### src/rtl/uart_pkg.sv
// Shared UART typedefs: frame options and the transmit-arbiter state machine encoding.
package uart_pkg;

  typedef enum logic [1:0] {
    PAR_NONE,
    PAR_EVEN,
    PAR_ODD
  } uart_parity_e;

  typedef enum logic {
    STOP_1,
    STOP_2
  } uart_stop_e;

  typedef enum logic [1:0] {
    IDLE,
    SEND,
    WAIT,
    HOLD
  } tx_arb_state_e;

endpackage

### src/rtl/rr_pick.sv
// Combinational round-robin picker: first set request at or above ptr, wrapping modulo N_REQ.
module rr_pick #(
  parameter int N_REQ = 4,
  localparam int PW = (N_REQ > 1) ? $clog2(N_REQ) : 1
) (
  input  logic [N_REQ-1:0] req,
  input  logic [PW-1:0]    ptr,
  output logic [N_REQ-1:0] gnt,
  output logic             found
);

  logic [PW:0]   sum;
  logic [PW-1:0] idx;

  always_comb begin
    gnt   = '0;
    found = 1'b0;
    sum   = '0;
    idx   = '0;
    for (int i = 0; i < N_REQ; i++) begin
      sum = {1'b0, ptr} + (PW+1)'(i);
      if (sum >= (PW+1)'(N_REQ)) sum = sum - (PW+1)'(N_REQ);
      idx = sum[PW-1:0];
      if (!found && req[idx]) begin
        gnt[idx] = 1'b1;
        found    = 1'b1;
      end
    end
  end

endmodule

### src/rtl/uart_tx_arbiter.sv
// Arbitrates N_REQ byte streams onto one UART transmitter, round-robin per packet,
// with a cap of MAX_BURST bytes per grant before the next requester gets a turn.
module uart_tx_arbiter
  import uart_pkg::*;
#(
  parameter int N_REQ     = 4,
  parameter int DBIT      = 8,
  parameter int MAX_BURST = 16
) (
  input  logic                  i_clk,
  input  logic                  i_rst,
  input  logic [N_REQ-1:0]      i_req_valid,
  input  logic [N_REQ*DBIT-1:0] i_req_data,
  input  logic [N_REQ-1:0]      i_req_last,
  output logic [N_REQ-1:0]      o_req_ready,
  output logic [N_REQ-1:0]      o_grant,
  output logic                  o_tx_en,
  output logic [DBIT-1:0]       o_tx_data,
  input  logic                  i_tx_done,
  output logic                  o_busy
);

  localparam int PW = $clog2(N_REQ);
  localparam int CW = $clog2(MAX_BURST + 1);

  tx_arb_state_e  state_q, state_d;
  logic [PW-1:0]  ptr_q, ptr_d;
  logic [PW-1:0]  g_q, g_d;
  logic [CW-1:0]  cnt_q, cnt_d;
  logic           last_q, last_d;

  logic [N_REQ-1:0] pick_gnt;
  logic             pick_found;
  logic             tx_en;
  logic [N_REQ-1:0] ready;
  logic [DBIT-1:0]  req_data_a [N_REQ];

  function automatic logic [PW-1:0] oh2idx(input logic [N_REQ-1:0] oh);
    logic [PW-1:0] r;
    r = '0;
    for (int i = 0; i < N_REQ; i++) begin
      if (oh[i]) r = PW'(i);
    end
    return r;
  endfunction

  function automatic logic [PW-1:0] wrap_inc(input logic [PW-1:0] v);
    if (v == PW'(N_REQ - 1)) return '0;
    return v + 1'b1;
  endfunction

  // The counter stops at the cap, so it can never roll over to zero.
  function automatic logic [CW-1:0] sat_inc(input logic [CW-1:0] c);
    if (c == CW'(MAX_BURST)) return c;
    return c + 1'b1;
  endfunction

  for (genvar k = 0; k < N_REQ; k++) begin : g_unpack
    assign req_data_a[k] = i_req_data[k*DBIT +: DBIT];
  end

  rr_pick #(.N_REQ(N_REQ)) u_pick (
    .req   (i_req_valid),
    .ptr   (ptr_q),
    .gnt   (pick_gnt),
    .found (pick_found)
  );

  always_ff @(posedge i_clk) begin
    if (i_rst) begin
      state_q <= IDLE;
      ptr_q   <= '0;
      g_q     <= '0;
      cnt_q   <= '0;
      last_q  <= 1'b0;
    end else begin
      state_q <= state_d;
      ptr_q   <= ptr_d;
      g_q     <= g_d;
      cnt_q   <= cnt_d;
      last_q  <= last_d;
    end
  end

  always_comb begin
    state_d = state_q;
    ptr_d   = ptr_q;
    g_d     = g_q;
    cnt_d   = cnt_q;
    last_d  = last_q;
    tx_en   = 1'b0;
    ready   = '0;
    case (state_q)
      IDLE: begin
        if (pick_found) begin
          g_d     = oh2idx(pick_gnt);
          cnt_d   = '0;
          state_d = SEND;
        end
      end
      SEND: begin
        tx_en     = 1'b1;
        ready[g_q] = 1'b1;
        cnt_d     = sat_inc(cnt_q);
        last_d    = i_req_last[g_q];
        state_d   = WAIT;
      end
      WAIT: begin
        if (i_tx_done) begin
          if (last_q || (cnt_q == CW'(MAX_BURST))) begin
            ptr_d   = wrap_inc(g_q);
            state_d = IDLE;
          end else if (i_req_valid[g_q]) begin
            state_d = SEND;
          end else begin
            state_d = HOLD;
          end
        end
      end
      HOLD: begin
        if (i_req_valid[g_q]) state_d = SEND;
      end
      default: state_d = IDLE;
    endcase
  end

  // Outputs are forced low while reset is asserted, whatever state the register holds.
  assign o_tx_en     = tx_en & ~i_rst;
  assign o_req_ready = ready & {N_REQ{~i_rst}};
  assign o_grant     = (state_q != IDLE && !i_rst) ? (N_REQ'(1) << g_q) : '0;
  assign o_busy      = (state_q != IDLE) & ~i_rst;
  assign o_tx_data   = req_data_a[g_q];

endmodule

### config.mk
export PLATFORM = sky130hd
export DESIGN_NAME = uart_tx_arbiter
export DESIGN_NICKNAME = d
export VERILOG_FILES = /design/src/rtl/uart_pkg.sv /design/src/rtl/rr_pick.sv /design/src/rtl/uart_tx_arbiter.sv
export SDC_FILE = /design/constraint.sdc
export NUM_CORES = 1
export LEC_CHECK = 0
export ABC_CLOCK_PERIOD_IN_PS = 2900
export CORE_MARGIN = 4
export CORE_UTILIZATION = 25
export CTS_CLUSTER_DIAMETER = 30
export DETAILED_ROUTE_END_ITERATION = 8
export PLACE_DENSITY = 0.52
export SLEW_MARGIN = 20
export SYNTH_ARGS = -nofsm -noshare
export SYNTH_HDL_FRONTEND = slang
export SYNTH_HIERARCHICAL = 1
export SYNTH_SLANG_ARGS = --single-unit
### constraint.sdc
create_clock -name i_clk -period 2.9 [get_ports i_clk]
set_clock_uncertainty 0.2 [all_clocks]
set_input_delay 0.435 -clock i_clk [delete_from_list [all_inputs] [get_ports i_clk]]
set_output_delay 0.435 -clock i_clk [all_outputs]
set_load 0.05 [all_outputs]
==> results.toml, run 1 <==
[setup_path]
path_buf_inv = 1
endpoint = "g_q[0]"
endpoint_kind = "flip-flop"
crit_chain = "clkdlybuf4s50_1 -> or3b_1 -> a2111oi_2 -> or3_4 -> o2bb2ai_1 -> nor2b_1 -> nor3_1 -> a211oi_1"
required_ns = 2.86
slowest_delay_ns = 0.55
critPathMaxFanout = 6
crit_path_top_delay_cell = "clkdlybuf4s50_1"
timing.rr.start = "ptr_q[0]"
crit_path_start = "i_req_valid[3]"
crit_type = "input pin to flip-flop"
path_depth = 8
worstReg2RegEnd = "g_q[0]"
reg2regPathDepth = 9
ff2ff_setup_slack_ns = 0.52
critPathTopFamily = "simple AND/OR/NAND/NOR gates"
arrival_ns = 2.44
start_kind = "input pin"

[power_and_ir_drop]
p_leak_uw = 0.000864
p_int_uw = 552
combPwrFrac = 0.590
p_sw_uw = 384
power.density_mw_per_mm2 = 402
p_total_uw = 935
vdd_ir_drop_max_uv = 192
switching_share = 0.410
p_seq_frac = 0.211
p_clk_frac = 0.199

[outcome]
outcome = "completed"

[global_routing]
antenna_found_initial = 0
grt_pass1_wl_mm = 6.84
grt_pass1_vias = 1406
grt_max_degree = 21
grt_usage = 0.115
overflow = 0

[floorplan]
chipWidth_um = 84.9
die_h_um = 84.9
core_sq_mm = 0.00561
dieArea_sq_mm = 0.00720
num_io_pins = 61
rows = 27
start_util = 0.263

[logic_synthesis]
synthCells = 157
synth_nets = 216
synth_area_per_cell_sq_um = 9.41
synthesis.area_sq_mm = 0.00148
synth_warnings = 6

[run]
cap_violations = 0

[timing]
hold_viol_final = 0
fin_crit_ns = 2.48
rsz0062_at_grt = "false"
fmax_mhz = 403
slew_violations = 0
slew_headroom = 0.721
timing.final.crit_share = 0.855
setup_viol = 0
finalSetupTns_ns = 0
tightest_slew_ns = 0.416
setup_ws_ns = 0.420

[clock_network]
clock_sinks = 12
clk_latency_ns = 0.24
numCtsBuffers = 3
cts-root-buf = "clkbuf_8"
ctsHtreeMaxLevel = 1
cts.clk_slew.worst_paths_ns = 0.06
clockBufferDepth = 2
cts_setup_buffers = 0
cts_tree = "built"
holdBufCountCts = 0
cts-resized-gates = 0

[cells_and_area]
diodes = 0
drive_gt1_frac = 0.243
fill_cells = 581
fin_util = 0.415
area_growth_pct = 57.3
ff_latch_area_sq_um = 240
multiInputGateArea_sq_mm = 0.00113
nets = 282
finalNonFillerCells = 294

[placed_design]
place.detailed.hpwl_mm = 3.45
dpl_worst_slack_ns = 0.162
place.gp.congestion = 0.839
io_buffer_count = 60
dp.cells = 290

[detailed_routing]
drtIter0Drc = 59
vias = 1394
first_pass_iters = 4
ant_nets = 0
drc = 0
wl_per_cell_um = 13.8
wl_mm = 4.05
vias_per_cell = 4.74

[worst_hold_path]
hold_class = "flip-flop to flip-flop"
## through the flow
step | hold WS, ns | cell area (sq um)
floorplan | 0.267 | 1480
global placement | 0.287 | 2270
detailed placement | 0.303 | 2270
CTS | 0.324 | 2320
global route | 0.361 | 2320
finish | 0.323 | 2320
## power groups by stage
stage          Combinational (uW)  Clock (uW)  Sequential [uW]
6_report                      552         186              197
5_1_grt                       594         200              200
4_1_cts                       560         194              197
3_5_place_dp                  559           0              201
3_3_place_gp                  557           0              201
2_1_floorplan                 348           0              197
## worst min-delay path by stage
| stage | from | end | slack (ns) | cells after the start |
|---|---|---|---|---|
| floorplan | cnt_q[0] | cnt_q[0] | 0.27 | 2 |
| global placement | cnt_q[0] | cnt_q[0] | 0.29 | 2 |
| detailed placement | cnt_q[4] | cnt_q[4] | 0.30 | 2 |
| CTS | cnt_q[4] | cnt_q[4] | 0.32 | 2 |
| global route | cnt_q[0] | cnt_q[0] | 0.36 | 2 |
| finish | cnt_q[4] | cnt_q[4] | 0.32 | 2 |
## cell type report
type / instances / share of cell area
inverter: 13 / 0.0210
tap: 72 / 0.0388
sequential: 12 / 0.103
clock buffer: 4 / 0.0237
timing repair buffer: 70 / 0.325
multi-input combinational: 123 / 0.488
## state kept, by name, indices dropped and copies added, names as in the netlist
name     flops
ptr_q        2
cnt_q        5
last_q       1
state_q      2
g_q          2
## worst register-to-register path, delay by kind of cell (launching register included)
family,cells,cell delay (ns)
flops,1,0.32
simple gates,2,0.16
compound gates,4,0.70
mux,1,0.37
buf+inv,1,0.09
fa+ha+maj,1,0.45
## cell usage in the layout, fill, tap and decap left out, drive strengths merged
cell type      count
or3                2
o21bai             1
a21oi              3
and4bb             1
ha                16
nand3              2
o211ai             1
xnor2              3
nor3               6
mux4              11
a221oi             1
o22ai              5
mux2               4
nand2b             7
a211oi             6
a2111oi            1
nor2b              2
clkdlybuf4s50     42
nor4               3
o2bb2ai            3
o221ai             1
dfxtp             12
nand2              8
nor2              13
and2               8
or3b               1
o41ai              1
mux2i              9
and4               1
nand3b             2
a31o               1
clkbuf             4
inv               13
buf               28
## metal layers
layer | routed length [um] | up-vias | share of wire | track usage
met4 | 68 | 0 | 0.017 | 0.0331
li1 | - | 703 | - | -
met3 | 146 | 6 | 0.036 | 0.0204
met2 | 2090 | 26 | 0.52 | 0.198
met1 | 1750 | 659 | 0.43 | 0.147
met5 | 0 | - | 0 | 0
(Power assumes the default switching activity.)
==> run 2, diff against run 1 <==
--- a/config.mk
+++ b/config.mk
@@ -10,7 +10,7 @@
 export CORE_UTILIZATION = 25
 export CTS_CLUSTER_DIAMETER = 30
 export DETAILED_ROUTE_END_ITERATION = 8
-export PLACE_DENSITY = 0.52
+export PLACE_DENSITY = 0.56
 export SLEW_MARGIN = 20
 export SYNTH_ARGS = -nofsm -noshare
 export SYNTH_HDL_FRONTEND = slang
==> run 2 against run 1 <==
  * Hold slack worse by 0.028 ns
  * Clock-buffer cell count unchanged
  * Worst setup slack got worse by 0.0047 ns
==> results.toml, run 2 (synthesis gave the netlist of run 1 again) <==
[detailed_routing]
wl_per_cell_um = 12.9
drc = 0
first_pass_iters = 4
vias = 1407
drtIter0Drc = 58
ant_nets = 0
wl_mm = 3.77
vias_per_cell = 4.80

[setup_path]
critPathMaxFanout = 10
crit_type = "flip-flop to output port"
start_kind = "flip-flop"
endpoint_kind = "output port"
crit_path_start = "state_q[1]"
required_ns = 2.27
arrival_ns = 1.85
timing.rr.start = "ptr_q[0]"

[global_routing]
grt_pass1_vias = 1402
overflow = 0
grt_usage = 0.101
antenna_found_initial = 0
grt_pass1_wl_mm = 6.09
grt_max_degree = 21

[clock_network]
clockBufferDepth = 2
holdBufCountCts = 0
clock_sinks = 12
cts_setup_buffers = 0
cts.clk_slew.worst_paths_ns = 0.06
clk_latency_ns = 0.24
numCtsBuffers = 3
cts-resized-gates = 0
cts-root-buf = "clkbuf_8"
ctsHtreeMaxLevel = 1
cts_tree = "built"

[timing]
slew_headroom = 0.708
tightest_slew_ns = 0.438
hold_viol_final = 0
fin_crit_ns = 2.48
setup_viol = 0
finalSetupTns_ns = 0
rsz0062_at_grt = "false"
fmax_mhz = 402
timing.final.crit_share = 0.857
slew_violations = 0

[worst_hold_path]
hold_start = "cnt_q[0]"
hold_class = "flip-flop to flip-flop"

[power_and_ir_drop]
power.density_mw_per_mm2 = 399
p_leak_uw = 0.000859
vdd_ir_drop_max_uv = 195
p_total_uw = 926

[floorplan]
rows = 27
chipWidth_um = 84.9
num_io_pins = 61
core_sq_mm = 0.00561
start_util = 0.263
dieArea_sq_mm = 0.00720
die_h_um = 84.9

[cells_and_area]
final_common_cell = "clkdlybuf4s50_1"
diodes = 0
layout_common_cells = "42 x clkdlybuf4s50_1, 17 x buf_4, 16 x ha_1, 13 x inv_1, 13 x nor2_1"
largest_register_ffs = 5
nets = 281
area_growth_pct = 56.8
fill_cells = 579
drive_gt1_frac = 0.240
regMostFlops = "cnt_q"

[placed_design]
place.detailed.hpwl_mm = 3.26
place.gp.congestion = 0.807
io_buffer_count = 60

[run]
cap_violations = 0

[outcome]
outcome = "completed"
[run 2: cell types whose count changed in the layout (fill, tap and decap cells not counted)]
cell,change
buf_4,-1
[run 2: layer usage]
| layer | vias to the layer above | routed length, um | GRT usage |
|---|---|---|---|
| met4 | 0 | 29 | 0.0216 |
| met5 | - | 0 | 0 |
| met3 | 2 | 280 | 0.0311 |
| met1 | 664 | 1530 | 0.114 |
| li1 | 704 | - | - |
| met2 | 37 | 1940 | 0.186 |
[run 2: final timing paths]
path | to | slack [ns] | depth (start not counted)
max reg2reg | g_q[0] | 0.52 | 9
min reg2reg | cnt_q[0] | 0.30 | 2
max | o_req_ready[0] | 0.42 | 5
min | cnt_q[0] | 0.30 | 2
[run 2: final cells by class]
| cell class | instances | area (sq um) | share of cell area |
|---|---|---|---|
| Clock buffer | 4 | 55.1 | 0.0238 |
| Multi-Input combinational cell | 123 | 1130 | 0.490 |
| Timing Repair Buffer | 69 | 748 | 0.323 |
| Sequential cell | 12 | 240 | 0.104 |
| Tap cell | 72 | 90.1 | 0.0389 |
| Inverter | 13 | 48.8 | 0.0211 |
[run 2: power breakdown]
group	switching, uW	internal (uW)
clock network	62.5	120
registers	20.0	181
logic	294	248
[run 2: critical path, stage by stage, from the launching register on]
cell	delay, ns
dfxtp_1	0.34
inv_1	0.08
ha_1	0.36
nor2b_1	0.44
and2_1	0.24
buf_12	0.15
[run 2: through the flow]
step           cell area (sq um)  instances  setup slack (ns)  utilization  hold slack (ns)
3_5_place_dp                2260        289             0.212        0.403            0.295
2_1_floorplan               1480        157             0.219            -            0.267
6_report                    2320        293             0.415        0.413            0.295
4_1_cts                     2320        293             0.381        0.413            0.301
5_1_grt                     2320        293             0.228        0.413            0.330
3_3_place_gp                2260        289             0.272        0.403            0.284
==> run 3, diff against run 2 <==
--- a/config.mk
+++ b/config.mk
@@ -6,7 +6,6 @@
 export NUM_CORES = 1
 export LEC_CHECK = 0
 export ABC_CLOCK_PERIOD_IN_PS = 2900
-export CORE_MARGIN = 4
 export CORE_UTILIZATION = 25
 export CTS_CLUSTER_DIAMETER = 30
 export DETAILED_ROUTE_END_ITERATION = 8
==> run 3 against run 2 <==
  * Maximum frequency fell by 1.9%
  * Die area fell by 14%
  * Worst setup slack got worse by 0.047 ns
  * Critical path type is now input pin to flip-flop
  * Non-clock buffer count fell by 1
  * Sequential power fell by 3%
==> results.toml, run 3 (synthesis gave the netlist of run 1 again) <==
[outcome]
outcome = "completed"

[timing]
fin_crit_ns = 2.53
fmax_mhz = 395
tightest_slew_ns = 0.440
finalSetupTns_ns = 0
slew_violations = 0
setup_viol = 0
slew_headroom = 0.706
rsz0062_at_grt = "false"
hold_viol_final = 0
timing.final.crit_share = 0.873

[setup_path]
required_ns = 2.85
arrival_ns = 2.48
endpoint_kind = "flip-flop"
reg2regPathDepth = 9
crit_type = "input pin to flip-flop"
critPathMaxFanout = 9
start_kind = "input pin"

[run]
cap_violations = 0

[placed_design]
place.gp.congestion = 0.837
place.detailed.hpwl_mm = 3.07
io_buffer_count = 60

[cells_and_area]
diodes = 0
fill_cells = 584
final_common_cell = "clkdlybuf4s50_1"
largest_register_ffs = 5
area_growth_pct = 55.4
layout_common_cells = "42 x clkdlybuf4s50_1, 16 x ha_1, 16 x buf_4, 13 x inv_1, 13 x nor2_1"
ff_latch_area_sq_um = 240
regMostFlops = "cnt_q"
drive_gt1_frac = 0.233
fin_util = 0.409
nets = 280
multiInputGateArea_sq_mm = 0.00113

[global_routing]
grt_usage = 0.123
overflow = 0
grt_pass1_vias = 1405
antenna_found_initial = 0
grt_max_degree = 21
grt_pass1_wl_mm = 6.29

[clock_network]
clockBufferDepth = 2
clk_latency_ns = 0.24
cts-root-buf = "clkbuf_8"
holdBufCountCts = 0
clock_sinks = 12
cts_tree = "built"
cts-resized-gates = 0
ctsHtreeMaxLevel = 1
cts.clk_slew.worst_paths_ns = 0.05
numCtsBuffers = 3
cts_setup_buffers = 0

[detailed_routing]
vias_per_cell = 4.83
ant_nets = 0
wl_mm = 3.64
drc = 0
wl_per_cell_um = 12.5
first_pass_iters = 4
vias = 1405
drtIter0Drc = 32

[floorplan]
chipWidth_um = 78.9
die_h_um = 78.9
start_util = 0.263
num_io_pins = 61
rows = 27
dieArea_sq_mm = 0.00622
core_sq_mm = 0.00561

[power_and_ir_drop]
p_leak_uw = 0.000847
p_seq_frac = 0.219
combPwrFrac = 0.615
p_sw_uw = 369
power.density_mw_per_mm2 = 387
p_clk_frac = 0.166
switching_share = 0.415
p_int_uw = 520
vdd_ir_drop_max_uv = 214

[worst_hold_path]
min_path_cells = 2
hold_class = "flip-flop to flip-flop"
## run 3: routing by layer
metal	up-vias	GRT usage	part of all wire
met4	0	0.0273	0.0082
met3	2	0.0172	0.051
met1	652	0.148	0.44
met5	-	0	0
li1	704	-	-
met2	47	0.230	0.50
## run 3: stage by stage
step	cells	worst slack (ns)	power [uW]	hold slack [ns]	instance area, sq um
global route	291	0.246	950	0.348	2300
floorplan	157	0.219	546	0.267	1480
detailed placement	288	0.107	751	0.290	2250
CTS	291	0.354	901	0.297	2300
global placement	288	0.152	749	0.288	2250
finish	291	0.368	889	0.296	2300
## run 3: path summary, 6_finish.rpt
kind	start	end	slack (ns)
setup / recovery	i_req_valid[3]	g_q[0]	0.37
hold / removal	cnt_q[0]	cnt_q[0]	0.30
setup reg to reg	ptr_q[0]	g_q[0]	0.49
hold reg to reg	cnt_q[0]	cnt_q[0]	0.30
## run 3: power by group through the flow
stage	Sequential, uW	Clock, uW	Combinational (uW)
finish	195	148	546
global route	198	162	590
CTS	195	152	554
detailed placement	198	0	554
global placement	199	0	551
floorplan	197	0	348
## run 3: final cells by class
class	count	share of cell area
flip-flops and latches	12	0.105
well taps	72	0.0392
repair buffers	68	0.323
clock buffers	3	0.0180
inverters	13	0.0213
multi-input cells	123	0.494
## run 3: critical path, stage by stage
cell and delay, ns:
clkdlybuf4s50_1 0.61, or3b_1 0.40, a2111oi_2 0.36, or3_4 0.20, o2bb2ai_1 0.10, nor2b_1 0.14
nor3_1 0.05, a211oi_1 0.19
